==> config.mk <==
export PLATFORM = sky130hd
export DESIGN_NAME = instr_seq_ctrl_flat
export DESIGN_NICKNAME = d
export VERILOG_FILES = /design/src/rtl/instr_seq_ctrl_if.sv /design/src/rtl/instr_seq_ctrl.sv /design/src/flat_wrapper.sv
export SDC_FILE = /design/constraint.sdc
export NUM_CORES = 1
export LEC_CHECK = 0
export CAP_MARGIN = 20
export CORE_AREA = 4 4 57 59
export DETAILED_ROUTE_END_ITERATION = 12
export DIE_AREA = 0 0 61 63
export GPL_TIMING_DRIVEN = 1
export MAX_ROUTING_LAYER = met4
export PLACE_DENSITY = 0.75
export SYNTH_ARGS = -nofsm -noshare
export SYNTH_HDL_FRONTEND = slang
export SYNTH_SLANG_ARGS = --single-unit
==> constraint.sdc <==
create_clock -name clk -period 2.5 [get_ports clk]
set_input_delay 0.5 -clock clk [delete_from_list [all_inputs] [get_ports clk]]
set_output_delay 0.5 -clock clk [all_outputs]
set_load 0.005 [all_outputs]
==> src/rtl/instr_seq_ctrl_if.sv <==
// Control bundle between the instruction sequencer (master) and its datapath, code FIFO and
// decrypt-return path (slave).
interface instr_seq_ctrl_if #(
  parameter int OP_W      = 6,
  parameter int FUNC_W    = 6,
  parameter int NUM_RD_CH = 2
);
  localparam int CH_W = (NUM_RD_CH > 1) ? $clog2(NUM_RD_CH) : 1;

  logic                 code_fifo_empty;
  logic                 code_fifo_rd_rst_busy;
  logic [OP_W-1:0]      op_bits;
  logic [FUNC_W-1:0]    func_from_ir;
  logic                 psr_z;
  logic [NUM_RD_CH-1:0] decrypt_done;

  logic                 code_fifo_rd_en;
  logic                 ir_latch;
  logic                 alu_src_latch;
  logic                 alu_out_latch;
  logic                 alu_src2_sel;
  logic [1:0]           reg_inp_src_sel;
  logic                 register_write;
  logic                 mwr_en;
  logic                 mrr_en;
  logic                 wb_sel;
  logic [CH_W-1:0]      wb_ch;
  logic [NUM_RD_CH-1:0] wb_ack;
  logic                 pc_load;
  logic [1:0]           pc_src_sel;
  logic [FUNC_W-1:0]    func;
  logic                 busy;
  logic                 flush_err;

  modport master (
    input  code_fifo_empty, code_fifo_rd_rst_busy, op_bits, func_from_ir, psr_z, decrypt_done,
    output code_fifo_rd_en, ir_latch, alu_src_latch, alu_out_latch, alu_src2_sel,
           reg_inp_src_sel, register_write, mwr_en, mrr_en, wb_sel, wb_ch, wb_ack,
           pc_load, pc_src_sel, func, busy, flush_err
  );

  modport slave (
    output code_fifo_empty, code_fifo_rd_rst_busy, op_bits, func_from_ir, psr_z, decrypt_done,
    input  code_fifo_rd_en, ir_latch, alu_src_latch, alu_out_latch, alu_src2_sel,
           reg_inp_src_sel, register_write, mwr_en, mrr_en, wb_sel, wb_ch, wb_ack,
           pc_load, pc_src_sel, func, busy, flush_err
  );
endinterface

==> src/rtl/instr_seq_ctrl.sv <==
// Multi-cycle instruction sequencer with round-robin decrypt writeback and PC-load flush handshake.
// Define INSTR_SEQ_FLUSH_TIMEOUT_EN to bound the flush-start wait by FLUSH_TO cycles (sets flush_err).
module instr_seq_ctrl #(
  parameter int OP_W      = 6,
  parameter int FUNC_W    = 6,
  parameter int ALU_LAT   = 2,
  parameter int NUM_RD_CH = 2,
  parameter int FLUSH_TO  = 16
) (
  input  logic             clk,
  input  logic             reset,
  instr_seq_ctrl_if.master bus
);
  localparam int CH_W    = (NUM_RD_CH > 1) ? $clog2(NUM_RD_CH) : 1;
  localparam int CNT_MAX = (ALU_LAT > FLUSH_TO) ? ALU_LAT : FLUSH_TO;
  localparam int CNT_W   = $clog2(CNT_MAX + 1);

  typedef enum logic [2:0] {
    S_IDLE, S_FETCH, S_OPERAND, S_EXEC, S_WRITE, S_FLUSH_ARM, S_FLUSH_WAIT, S_RD_WB
  } state_t;

  state_t               r_state;
  logic [CNT_W-1:0]     r_cnt;
  logic [CH_W-1:0]      r_rr_ptr;
  logic                 r_busy_seen;
  logic                 r_code_fifo_rd_en;
  logic                 r_ir_latch;
  logic                 r_alu_src_latch;
  logic                 r_alu_out_latch;
  logic                 r_register_write;
  logic                 r_mwr_en;
  logic                 r_mrr_en;
  logic                 r_wb_sel;
  logic [CH_W-1:0]      r_wb_ch;
  logic [NUM_RD_CH-1:0] r_wb_ack;
  logic                 r_pc_load;
  logic [1:0]           r_pc_src_sel;

  logic [1:0] w_class;
  logic [3:0] w_sub;
  logic       w_is_store, w_is_load, w_is_jump, w_is_branch, w_reg_wr;
  logic [1:0] w_rsel;

  assign w_class     = bus.op_bits[OP_W-1 -: 2];
  assign w_sub       = bus.op_bits[3:0];
  assign w_is_store  = (w_class == 2'b01) && (w_sub == 4'b1111);
  assign w_is_load   = (w_class == 2'b01) && (w_sub == 4'b1110);
  assign w_is_jump   = (w_class == 2'b10);
  assign w_is_branch = (w_class == 2'b11) &&
                       (((w_sub == 4'b0001) && bus.psr_z) || ((w_sub == 4'b1010) && !bus.psr_z));
  assign w_reg_wr    = (w_class == 2'b00) || ((w_class == 2'b01) && !w_is_store && !w_is_load);

  // Round-robin: prefer requests at or above the pointer, else wrap to the lowest request.
  logic [NUM_RD_CH-1:0] w_hi_mask, w_req_hi, w_req_sel, w_first_oh;
  logic [CH_W-1:0]      w_enc [NUM_RD_CH+1];
  logic [CH_W-1:0]      w_grant;

  generate
    for (genvar gi = 0; gi < NUM_RD_CH; gi++) begin : g_rr
      assign w_hi_mask[gi] = (CH_W'(gi) >= r_rr_ptr);
      assign w_enc[gi+1]   = w_enc[gi] | (w_first_oh[gi] ? CH_W'(gi) : '0);
    end
  endgenerate

  assign w_enc[0]   = '0;
  assign w_req_hi   = bus.decrypt_done & w_hi_mask;
  assign w_req_sel  = (|w_req_hi) ? w_req_hi : bus.decrypt_done;
  assign w_first_oh = w_req_sel & (~w_req_sel + NUM_RD_CH'(1));
  assign w_grant    = w_enc[NUM_RD_CH];

  always_comb begin
    w_rsel = 2'd2;
    if (r_state == S_RD_WB)
      w_rsel = 2'd3;
    else if ((w_class == 2'b01) && ((w_sub == 4'b1100) || (w_sub == 4'b1101)))
      w_rsel = 2'd0;
    else if ((w_class == 2'b00) && (w_sub == 4'b1100))
      w_rsel = 2'd1;
  end

`ifdef INSTR_SEQ_FLUSH_TIMEOUT_EN
  logic r_flush_err;
  assign bus.flush_err = r_flush_err;
`else
  assign bus.flush_err = 1'b0;
`endif

  always_ff @(posedge clk) begin
    if (reset) begin
      r_state           <= S_IDLE;
      r_cnt             <= '0;
      r_rr_ptr          <= '0;
      r_busy_seen       <= 1'b0;
      r_code_fifo_rd_en <= 1'b0;
      r_ir_latch        <= 1'b0;
      r_alu_src_latch   <= 1'b0;
      r_alu_out_latch   <= 1'b0;
      r_register_write  <= 1'b0;
      r_mwr_en          <= 1'b0;
      r_mrr_en          <= 1'b0;
      r_wb_sel          <= 1'b0;
      r_wb_ch           <= '0;
      r_wb_ack          <= '0;
      r_pc_load         <= 1'b0;
      r_pc_src_sel      <= 2'b00;
`ifdef INSTR_SEQ_FLUSH_TIMEOUT_EN
      r_flush_err       <= 1'b0;
`endif
    end else begin
      // Outputs are pulses belonging to the state being entered.
      r_code_fifo_rd_en <= 1'b0;
      r_ir_latch        <= 1'b0;
      r_alu_src_latch   <= 1'b0;
      r_alu_out_latch   <= 1'b0;
      r_register_write  <= 1'b0;
      r_mwr_en          <= 1'b0;
      r_mrr_en          <= 1'b0;
      r_wb_sel          <= 1'b0;
      r_wb_ch           <= '0;
      r_wb_ack          <= '0;
      r_pc_load         <= 1'b0;
      r_pc_src_sel      <= 2'b00;
      case (r_state)
        S_IDLE: begin
          if (|bus.decrypt_done) begin
            r_state          <= S_RD_WB;
            r_wb_sel         <= 1'b1;
            r_wb_ch          <= w_grant;
            r_wb_ack         <= w_first_oh;
            r_register_write <= 1'b1;
          end else if (!bus.code_fifo_empty) begin
            r_state           <= S_FETCH;
            r_code_fifo_rd_en <= 1'b1;
            r_ir_latch        <= 1'b1;
          end
        end
        S_FETCH: begin
          r_state         <= S_OPERAND;
          r_alu_src_latch <= 1'b1;
        end
        S_OPERAND: begin
          r_state         <= S_EXEC;
          r_alu_out_latch <= 1'b1;
          r_cnt           <= CNT_W'(ALU_LAT - 1);
        end
        S_EXEC: begin
          if (r_cnt == '0) begin
            r_state          <= S_WRITE;
            r_register_write <= w_reg_wr;
            r_mwr_en         <= w_is_store;
            r_mrr_en         <= w_is_load;
            r_pc_load        <= w_is_jump || w_is_branch;
            r_pc_src_sel     <= w_is_jump ? 2'b01 : (w_is_branch ? 2'b10 : 2'b00);
          end else begin
            r_cnt <= r_cnt - CNT_W'(1);
          end
        end
        S_WRITE: begin
          if (r_pc_load) begin
            r_state     <= S_FLUSH_ARM;
            r_cnt       <= '0;
            r_busy_seen <= bus.code_fifo_rd_rst_busy;
          end else begin
            r_state <= S_IDLE;
          end
        end
        S_FLUSH_ARM: begin
          if (bus.code_fifo_rd_rst_busy || r_busy_seen) begin
            r_state     <= S_FLUSH_WAIT;
            r_busy_seen <= 1'b0;
          end
`ifdef INSTR_SEQ_FLUSH_TIMEOUT_EN
          else if (r_cnt == CNT_W'(FLUSH_TO - 1)) begin
            r_state     <= S_IDLE;
            r_flush_err <= 1'b1;
          end else begin
            r_cnt <= r_cnt + CNT_W'(1);
          end
`endif
        end
        S_FLUSH_WAIT: begin
          if (!bus.code_fifo_rd_rst_busy)
            r_state <= S_IDLE;
        end
        S_RD_WB: begin
          r_state  <= S_IDLE;
          r_rr_ptr <= (r_wb_ch == CH_W'(NUM_RD_CH - 1)) ? '0 : r_wb_ch + CH_W'(1);
        end
        default: r_state <= S_IDLE;
      endcase
    end
  end

  assign bus.code_fifo_rd_en = r_code_fifo_rd_en;
  assign bus.ir_latch        = r_ir_latch;
  assign bus.alu_src_latch   = r_alu_src_latch;
  assign bus.alu_out_latch   = r_alu_out_latch;
  assign bus.register_write  = r_register_write;
  assign bus.mwr_en          = r_mwr_en;
  assign bus.mrr_en          = r_mrr_en;
  assign bus.wb_sel          = r_wb_sel;
  assign bus.wb_ch           = r_wb_ch;
  assign bus.wb_ack          = r_wb_ack;
  assign bus.pc_load         = r_pc_load;
  assign bus.pc_src_sel      = r_pc_src_sel;
  assign bus.busy            = (r_state != S_IDLE);
  assign bus.alu_src2_sel    = (w_class == 2'b01);
  assign bus.reg_inp_src_sel = w_rsel;
  assign bus.func            = (w_class == 2'b00) ? bus.func_from_ir : '0;
endmodule

==> src/flat_wrapper.sv <==
// flat-port wrapper written by rule: the top's interface ports become plain ports
module instr_seq_ctrl_flat 
#(
  parameter int OP_W      = 6,
  parameter int FUNC_W    = 6,
  parameter int ALU_LAT   = 2,
  parameter int NUM_RD_CH = 2,
  parameter int FLUSH_TO  = 16
)
  (clk, reset, bus_code_fifo_empty, bus_code_fifo_rd_rst_busy, bus_op_bits, bus_func_from_ir, bus_psr_z, bus_decrypt_done, bus_code_fifo_rd_en, bus_ir_latch, bus_alu_src_latch, bus_alu_out_latch, bus_alu_src2_sel, bus_reg_inp_src_sel, bus_register_write, bus_mwr_en, bus_mrr_en, bus_wb_sel, bus_wb_ch, bus_wb_ack, bus_pc_load, bus_pc_src_sel, bus_func, bus_busy, bus_flush_err);
  instr_seq_ctrl_if #(.OP_W(OP_W), .FUNC_W(FUNC_W), .NUM_RD_CH(NUM_RD_CH)) bus_i ();
  input  logic clk;
  input  logic reset;
  input wire logic [$bits(bus_i.code_fifo_empty)-1:0] bus_code_fifo_empty;
  input wire logic [$bits(bus_i.code_fifo_rd_rst_busy)-1:0] bus_code_fifo_rd_rst_busy;
  input wire logic [$bits(bus_i.op_bits)-1:0] bus_op_bits;
  input wire logic [$bits(bus_i.func_from_ir)-1:0] bus_func_from_ir;
  input wire logic [$bits(bus_i.psr_z)-1:0] bus_psr_z;
  input wire logic [$bits(bus_i.decrypt_done)-1:0] bus_decrypt_done;
  output wire logic [$bits(bus_i.code_fifo_rd_en)-1:0] bus_code_fifo_rd_en;
  output wire logic [$bits(bus_i.ir_latch)-1:0] bus_ir_latch;
  output wire logic [$bits(bus_i.alu_src_latch)-1:0] bus_alu_src_latch;
  output wire logic [$bits(bus_i.alu_out_latch)-1:0] bus_alu_out_latch;
  output wire logic [$bits(bus_i.alu_src2_sel)-1:0] bus_alu_src2_sel;
  output wire logic [$bits(bus_i.reg_inp_src_sel)-1:0] bus_reg_inp_src_sel;
  output wire logic [$bits(bus_i.register_write)-1:0] bus_register_write;
  output wire logic [$bits(bus_i.mwr_en)-1:0] bus_mwr_en;
  output wire logic [$bits(bus_i.mrr_en)-1:0] bus_mrr_en;
  output wire logic [$bits(bus_i.wb_sel)-1:0] bus_wb_sel;
  output wire logic [$bits(bus_i.wb_ch)-1:0] bus_wb_ch;
  output wire logic [$bits(bus_i.wb_ack)-1:0] bus_wb_ack;
  output wire logic [$bits(bus_i.pc_load)-1:0] bus_pc_load;
  output wire logic [$bits(bus_i.pc_src_sel)-1:0] bus_pc_src_sel;
  output wire logic [$bits(bus_i.func)-1:0] bus_func;
  output wire logic [$bits(bus_i.busy)-1:0] bus_busy;
  output wire logic [$bits(bus_i.flush_err)-1:0] bus_flush_err;
  assign bus_i.code_fifo_empty = bus_code_fifo_empty;
  assign bus_i.code_fifo_rd_rst_busy = bus_code_fifo_rd_rst_busy;
  assign bus_i.op_bits = bus_op_bits;
  assign bus_i.func_from_ir = bus_func_from_ir;
  assign bus_i.psr_z = bus_psr_z;
  assign bus_i.decrypt_done = bus_decrypt_done;
  assign bus_code_fifo_rd_en = bus_i.code_fifo_rd_en;
  assign bus_ir_latch = bus_i.ir_latch;
  assign bus_alu_src_latch = bus_i.alu_src_latch;
  assign bus_alu_out_latch = bus_i.alu_out_latch;
  assign bus_alu_src2_sel = bus_i.alu_src2_sel;
  assign bus_reg_inp_src_sel = bus_i.reg_inp_src_sel;
  assign bus_register_write = bus_i.register_write;
  assign bus_mwr_en = bus_i.mwr_en;
  assign bus_mrr_en = bus_i.mrr_en;
  assign bus_wb_sel = bus_i.wb_sel;
  assign bus_wb_ch = bus_i.wb_ch;
  assign bus_wb_ack = bus_i.wb_ack;
  assign bus_pc_load = bus_i.pc_load;
  assign bus_pc_src_sel = bus_i.pc_src_sel;
  assign bus_func = bus_i.func;
  assign bus_busy = bus_i.busy;
  assign bus_flush_err = bus_i.flush_err;
  instr_seq_ctrl #(.OP_W(OP_W), .FUNC_W(FUNC_W), .ALU_LAT(ALU_LAT), .NUM_RD_CH(NUM_RD_CH), .FLUSH_TO(FLUSH_TO)) u_core (.clk(clk), .reset(reset), .bus(bus_i));
endmodule
# Yosys cells after proc, flatten, opt, wreduce, memory -nomap -nowiden
# Cells that the tools add are included.
# totals
ff_bits	23
inputBits	19
word_cells	111
# classes
add_sub_neg	3
n_lt_le_gt_ge	2
n_eq_ne	22
n_mux	28
n_bitwise	7
n_reduce_logical	33
# op_table
operator	n
$pmux 3 s8	1
$eq 4x4->1 const B	5
$mux 3	6
$pmux 5 s3	1
$eq 3x3->1 const B	4
$mux 1	10
$mux 2	5
$mux 5	2
$logic_and 1x1->1	9
$reduce_or 4->1	2
$eq 3x2->1 const B	2
$mux 6	1
$ne 2x1->1 const B	3
$reduce_and 3->1	2
$reduce_bool 3->1	2
$reduce_or 2->1	3
$reduce_or 3->1	2
$logic_not 5->1	1
$logic_or 1x1->1	5
$sub 5x1->5 const B	1
$and 2x2->2	2
$eq 2x2->1 const B	2
$eq 4x1->1 const B	1
$ne 2x2->1 const B	2
other kinds (14)	21

# Longest topological paths before layout
# depth
ltp_word	8
mapped_depth	7
ltp_nobuf	6

# Worst setup path after synthesis
# Ideal clock, no wire load.
# synth_path
path_kind	reg2reg
startpoint	register u_core.r_cnt[0]
endpoint	register u_core.r_register_write (netlist: u_core.bus.register_write)
t_arrival_ns	1.664
path_slack_ns	0.769
path_stages_with_launch	7
n_path_buf	1
cell_sequence	dfxtp_1 inv_1 ha_1 or4b_4 buf_6 a2111o_1 a21oi_2
# synth_via
elab_chain_cells	3
# synth_lines
item	line	source
start: declaration	instr_seq_ctrl.sv:23	logic [CNT_W-1:0] r_cnt;
start signal: assignment	instr_seq_ctrl.sv:144	r_cnt <= CNT_W'(ALU_LAT - 1);
start signal: assignment	instr_seq_ctrl.sv:155	r_cnt <= r_cnt - CNT_W'(1);
$logic_not 5->1	instr_seq_ctrl.sv:147	if (r_cnt == '0) begin
$mux 1	instr_seq_ctrl.sv:147	
$pmux 1 s2	instr_seq_ctrl.sv:123	case (r_state)
end signal: assignment	instr_seq_ctrl.sv:149	r_register_write <= w_reg_wr;
end: declaration	instr_seq_ctrl.sv:30	logic r_register_write;
# No other way between the ends.
# A chain may end at the register's enable or synchronous reset.

# Worst setup path after layout
# layout_path
startpoint	input bus_op_bits[4]
endpoint	output bus_alu_src2_sel
# layout_via
elab_chain_cells	1
# layout_lines
item	line	source
start: declaration	flat_wrapper.sv:16	input wire logic [$bits(bus_i.op_bits)-1:0] bus_op_bits;
$eq 2x1->1	instr_seq_ctrl.sv:207	assign bus.alu_src2_sel = (w_class == 2'b01);
end: declaration	flat_wrapper.sv:24	output wire logic [$bits(bus_i.alu_src2_sel)-1:0] bus_alu_src2_sel;
# No other way between the ends.

==> impl_metrics.toml <==
[global_routing]
grt_pass1_vias = 1022
grt_usage_pct = 15.7
grt-ovfl-total = 0
grt_antenna_before_repair = 0
grt_max_degree = 15
grt_pass1_wl_um = 4660

[worst_setup_path]
rrSetupSlack_ns = 0.64
cp-startpoint = "bus_op_bits[4]"
path_class = "in2out"
crit_chain = "clkdlybuf4s50_1, inv_1, nor2_1, clkdlybuf4s50_1"
crit_path_end_kind = "output port"
arrival_ns = 1.89
worstPathRequired_ns = 2.00
path_buf_inv = 3
crit_family = "buffers and inverters"
cp-endpoint = "bus_alu_src2_sel"
r2r_start = "u_core.r_cnt[0]"
crit_cells = 4
cpMostUsedCell = "clkdlybuf4s50_1"
crit_path_max_incr_delay_ns = 0.56
critPathLaunchType = "input port"
cp_slowest_cell = "clkdlybuf4s50_1"
critical_path.max_fanout = 4
reg2reg_depth = 6
reg2reg_to = "u_core.r_cnt[2]"

[floorplanning]
fp.dieH_um = 63
fp.dieW_um = 61
initial_core_util_pct = 40.8
pin_count = 44
die-area_sq_um = 3840
core-area_sq_um = 2710
std_cell_rows = 19

[synthesis]
synth_edf_count = 0
synth_area_sq_um = 1110
ys_ff_latch = 22
synth_warnings = 0
synth_cell_types = 45
syn_nets = 154
synth_area_per_cell_sq_um = 8.25
seq_area_frac_synth_pct = 39.8
synth-main-ff-cell = "dfxtp_1"
async_flop_share_pct = 0
syn_inst = 134

[power_and_ir_drop]
power_density_nw_per_um2 = 723
p_sw_uw = 423
comb_power_share_pct = 42.4
p_int_uw = 718
clkPwrFrac_pct = 14.2
p_leak_nw = 0.613
p_sw_share_pct = 37.1
vdd_drop_max_mv = 0.657
seq_power_share_pct = 43.4
power_mw = 1.14

[cts]
cts_hold_buf = 0
cts_buffers = 3
cts_buffer_depth = 2
insertion_delay_ns = 0.31
cts.sinks = 22
htree_levels = 1
path_clk_slew_ns = 0.11
cts_tree = "yes"
clockRootBuffer = "clkbuf_4"

[sta]
setup_viol = 0
final_max_slew_viol_count = 0
skew_ns = 0.00366
fin_crit_sh_pct = 95.5
fin_setup_tns_ns = 0
fmax_mhz = 419
max_slew_margin_pct = 63.5
finalCriticalPeriod_ns = 2.39
finalHoldViolCount = 0
rsz0062_at_grt = "false"
worst_pin_slew_ns = 0.546

[final_layout]
antenna-diode-count = 0
fillCellCount = 256
top_register = "u_core.r_cnt"
final_common_cell = "clkdlybuf4s50_1"
layout_common_cells = "clkdlybuf4s50_1 (41), dfxtp_1 (22), nor2_1 (12)"
drive_above_1_share_pct = 8.05
largest_reg_flops = 5
area_growth_syn_to_layout_pct = 42.6
instances_no_fill = 205
final_nets = 196

[placed_design]
hpwlAfterDp_um = 2210
gp_congestion = 0.847
io_buffer_count = 42
dp_cells = 202

[route]
detailedRoute.firstPassIterationCount = 5
drc = 0
routedWlPerCell_um = 14.2
viasPerCell = 5.43
vias = 1113
drt_iter0_drc = 32
ant_nets = 0
routed_wl_um = 2920

[min_path]
hp-class = "reg2reg"
hold_start = "u_core.r_cnt[4]"

[outcome]
outcome = "finished, final reports clean"

[flow_run]
max_cap_violations = 0
==> worst min-delay path: cells and delay by family (launching register included) <==
family          cells  cell delay, ns
compound gates      1            0.03
flops               1            0.34
simple gates        1            0.05
==> final cells by class <==
type | instances | area [sq um] | share of cell area (%)
timing repair buffer | 46 | 453 | 28.7
clock buffer | 3 | 22.5 | 1.43
sequential | 22 | 440 | 27.9
multi-input combinational | 93 | 586 | 37.1
inverter | 10 | 37.5 | 2.38
tap | 31 | 38.8 | 2.46
==> cell families (layout without fill, tap and decap cells) <==
| logic type | Yosys count | in the layout | share of synthesized area, % |
|---|---|---|---|
| and+or+nand+nor | 58 | 58 | 29.6 |
| adders and majority gates | 1 | 1 | 1.13 |
| muxes | 1 | 1 | 0.905 |
| buffers and inverters | 19 | 59 | 8.14 |
| AOI/OAI and AO/OA | 32 | 32 | 20.0 |
| DFF | 22 | 22 | 39.8 |
| other | 1 | 1 | 0.339 |
==> stage by stage <==
stage | hold WS (ns) | worst slack (ns) | utilization, % | cell area (sq um)
global route | 0.493 | 0.0173 | 58.2 | 1580
global placement | 0.423 | 0.0779 | 56.9 | 1540
CTS | 0.455 | 0.00118 | 57.8 | 1570
finish | 0.455 | 0.113 | 58.2 | 1580
floorplan | 0.412 | 0.769 | - | 1110
detailed placement | 0.438 | 0.0216 | 56.9 | 1540
==> metal layers <==
| metal | GRT usage (%) | wire [um] | share of wire [%] |
|---|---|---|---|
| met1 | 20.4 | 1290 | 44 |
| met2 | 25.0 | 1430 | 49 |
| met3 | 1.45 | 147 | 5.0 |
| met4 | 5.69 | 48 | 1.6 |
| met5 | - | 0 | 0 |
==> cell usage after synthesis, types with 2 or more instances <==
library cell  count  area [sq um]
and3_1            3          18.8
nor4b_1           2          17.5
nand2b_1          3          18.8
and3b_1           2          17.5
inv_1            10          37.5
o211ai_1          2          15.0
clkbuf_1          4          15.0
nor3_1            7          35.0
buf_4             3          22.5
a21oi_1           6          30.0
dfxtp_1          22           440
nand3_1           5          25.0
o21ai_0           7          35.0
nor2_1           13          48.8
nand3b_1          3          22.5
a211oi_1          2          15.0
nand2_1           6          22.5
and2_1            7          43.8
==> power groups by stage <==
stage          Sequential, mW  Combinational (mW)  Clock, mW
2_1_floorplan           0.446               0.357          0
3_3_place_gp            0.495               0.464          0
3_5_place_dp            0.498               0.475          0
4_1_cts                 0.490               0.481      0.161
5_1_grt                 0.511               0.530      0.179
6_report                0.495               0.484      0.162
==> worst min path at each step <==
stage	endpoint	slack [ns]	cells past startpoint
2_1_floorplan	u_core.r_cnt[4]	0.41	2
3_3_place_gp	u_core.r_cnt[4]	0.42	2
3_5_place_dp	u_core.r_cnt[4]	0.44	2
4_1_cts	u_core.r_cnt[4]	0.46	2
5_1_grt	u_core.r_cnt[4]	0.49	2
6_report	u_core.r_cnt[4]	0.45	2
==> timing repair <==
item / in CTS / in global routing
setup buffers: 0 / 0
setup endpoints to repair: 0 / 4
gates resized for setup: 0 / 3
(Power assumes the default switching activity.)
==> patch 1, RTL diff (same settings) <==
Reset style: asynchronous (`reset`), changed in one clocked block.
--- a/src/rtl/instr_seq_ctrl.sv
+++ b/src/rtl/instr_seq_ctrl.sv
@@ -85,7 +85,7 @@
   assign bus.flush_err = 1'b0;
 `endif
 
-  always_ff @(posedge clk) begin
+  always_ff @(posedge clk or posedge reset) begin
     if (reset) begin
       r_state           <= S_IDLE;
       r_cnt             <= '0;
Check against the original RTL: differs if reset is asserted again (counterexample within 4 cycles, from zero or initial values and one cycle with reset high); with reset held inactive, the same outputs for 10 cycles.
==> patch 1 against the unedited design <==
- final area up 5.9%
- wire length down 5.9%
- power up 31%
- sequential cell count is the same
- worst setup slack got worse by 0.040 ns
- area after synthesis grew 4.3%
- die area did not move
==> patch 1: results (changes against the unedited design) <==
status = completed
part of the total power dissipated in combinational logic = 0.461 (+0.037)
clock group share of total power = 0.181 (+0.039)
maximum fanout encountered on the critical timing path = 6 (+2)
filler cell count in the final layout = 231 (-9.8%)
cell types with the largest area share after synthesis = dfrtp_1 (48%), o21ai_0 (4.8%), nor2_1 (4.6%), and2_1 (3.3%), a21oi_1 (3.0%)
Post-synth ARST share = 1.00 (+1.00)
global-route wire length before repair = 4530 um (-2.8%)
shortest period the worst path allows = 2.43 ns (+0.0395 ns)
share of the yosys chip area belonging to registers = 0.477 (+0.0790)
ratio of cells with drive above 1 in the final layout = 0.0904 (+0.00990)
HPWL after DPL = 2080 um (-5.7%)
total vias in the final route = 1058 (-4.9%)
Post-Place Cell Area = 0.00161 mm^2 (+4.1%)
data-path buffer share of cell area in the final layout = 0.276 (-0.0114)
storage element area = 551 um^2 (+25%)
detailed-router iteration count before antenna repair = 4 (-1)
count of mapped cells out of synthesis = 124 (-7.5%)
leakage dissipation = 0.735 nW (+20%)
worst slack on hold paths = 0.479 ns (+0.0244 ns)
Signal inverters = 6 (-4)
Worst Setup Slack post-DPL = -0.0421 ns (-0.0637 ns)
starting DRC count in detailed routing = 39 (+22%)
via density per instance = 5.37 (-1.1%)
clock network share of area = 0.0315 (+0.0172)
Pint = 966 uW (+35%)
share of cell area taken by flip-flops and latches = 0.330 (+0.0504)
[patch 1: changes by cell type in the layout (fill, tap and decap cells not counted), sizes merged, moves of 4 or more]
cell and delta:
dfrtp +22, dfxtp -22, inv -4, nor3 -5, o21ai +4
[patch 1: per-layer routing]
layer  vias up  GRT usage  wire length, um
li1        517          -                -
met1       498      0.195             1200
met4         0     0.0623               29
met2        41      0.250             1330
met3         2     0.0227              178
met5         -          -                0
[patch 1: repair_timing]
action / in CTS / in global routing
resized for setup: 1 / 2
buffers inserted: 0 / 0
pin swaps: 0 / 0
gates cloned: 0 / 0
setup endpoints to repair: 1 / 7
[patch 1: cell families (layout without fill, tap and decap cells)]
logic type,Yosys count,count (layout),share of synthesized area
multiplexers,2,2,0.0217
AND/OR/NAND/NOR,54,54,0.279
adder cells (fa/ha/maj),1,1,0.0108
flip-flops,22,22,0.477
buffers and inverters,15,57,0.0586
other,1,1,0.00325
AO/OA/AOI/OAI,29,29,0.150
==> patch 2, RTL diff (config.mk and constraints unchanged) <==
Made on the original files. The option `INSTR_SEQ_FLUSH_TIMEOUT_EN` is turned on by a define.
--- a/src/rtl/instr_seq_ctrl.sv
+++ b/src/rtl/instr_seq_ctrl.sv
@@ -1,5 +1,7 @@
 // Multi-cycle instruction sequencer with round-robin decrypt writeback and PC-load flush handshake.
 // Define INSTR_SEQ_FLUSH_TIMEOUT_EN to bound the flush-start wait by FLUSH_TO cycles (sets flush_err).
+`define INSTR_SEQ_FLUSH_TIMEOUT_EN
+
 module instr_seq_ctrl #(
   parameter int OP_W      = 6,
   parameter int FUNC_W    = 6,
Check against the original RTL: no difference found for any inputs over 10 cycles, from zero or initial values and one cycle with reset high; that may be too few to reach the edited logic, so the function may still have changed.
==> patch 2 against the unedited design <==
- final area rose by 14%
- power rose by 26%
- area after synthesis rose by 16%
- wire length rose by 14%
- highest routed layer unchanged
- clock power rose by 7%
- cell count rose by 13%
- sequential cell count rose by 1
- worst setup slack improved by 0.066 ns
- critical path type unchanged
==> patch 2: results (changes against the unedited design) <==
starting DRC count in detailed routing = 48 (+50%)
global-route wire length before repair = 5650 um (+21%)
average routed wire per standard cell = 14.4 um (+0.94%)
Post-Syn Nets = 179 (+16%)
aggregate global-route resource usage = 0.193 (+0.0358)
leakage dissipation = 0.725 nW (+18%)
detailed-router iteration count before antenna repair = 4 (-1)
share of the yosys chip area belonging to registers = 0.358 (-0.0399)
HPWL after DPL = 2660 um (+21%)
worst vdd ir = 0.000643 V (-2.1%)
signal arrival time at the worst endpoint = 1.82 ns (-0.07 ns)
startpoint of the worst register-to-register path = u_core.r_state[1]
delay of the slowest cell on the worst path = 0.54 ns (-0.02 ns)
number of different library cells in the post-synthesis netlist = 43 (-4.4%)
vias in the first global route = 1320 (+29%)
startpoint of the worst hold path = u_core.bus.flush_err
Slew HR = 0.735 (+0.100)
arithmetic-cell share of the synthesized area counting full adders, half adders and majority gates = 0.0545 (+0.0432)
Worst Setup Slack post-DPL = 0.0250 ns (+0.00349 ns)
synthesized-area fraction occupied by xor and xnor cells = 0.00682 (+0.00682)
ratio of cells with drive above 1 in the final layout = 0.0945 (+0.0141)
gp weighted congestion = 0.818 (-3.4%)
reg2reg path depth = 8 (+2)
Clock Pin Slew Worst Setup and Hold Paths = 0.13 ns (+0.02 ns)
Post-Place Cell Area = 0.00177 mm^2 (+15%)
nets@finish = 226 (+15%)
status = completed
proportion of synthesized area in mux cells = 0.0312 (+0.0221)
[patch 2: cell types whose count changed after synthesis, moves of 3 or more]
cell     before  now
ha_1          1    4
inv_1        10    6
nor3_1        7    4
a21oi_1       6   16
mux2i_1       1    4
nor2_1       13   21
[patch 2: what timing repair did]
action                                  in CTS  in global routing
endpoints found under the hold margin        0                  0
gates resized for setup                      0                  2
endpoints found under the setup margin       0                  7
[patch 2: final cells by class]
type / count / area, um^2
clock buffer: 4 / 26.3
sequential: 23 / 460
fill: 257 / 907
multi-input combinational: 117 / 762
inverter: 6 / 22.5
timing repair buffer: 51 / 493
tap: 31 / 38.8
[patch 2: layer usage]
metal | track usage | routed length, um | up-vias
met5 | - | 0 | -
met4 | 0.0759 | 68 | 0
met3 | 0.0248 | 119 | 7
met2 | 0.321 | 1720 | 34
met1 | 0.230 | 1420 | 625
li1 | - | - | 644
[patch 2: power breakdown]
part / internal (mW) / switching, mW
clock: 0.0624 / 0.111
sequential: 0.432 / 0.0591
combinational: 0.381 / 0.394
total: 0.876 / 0.564
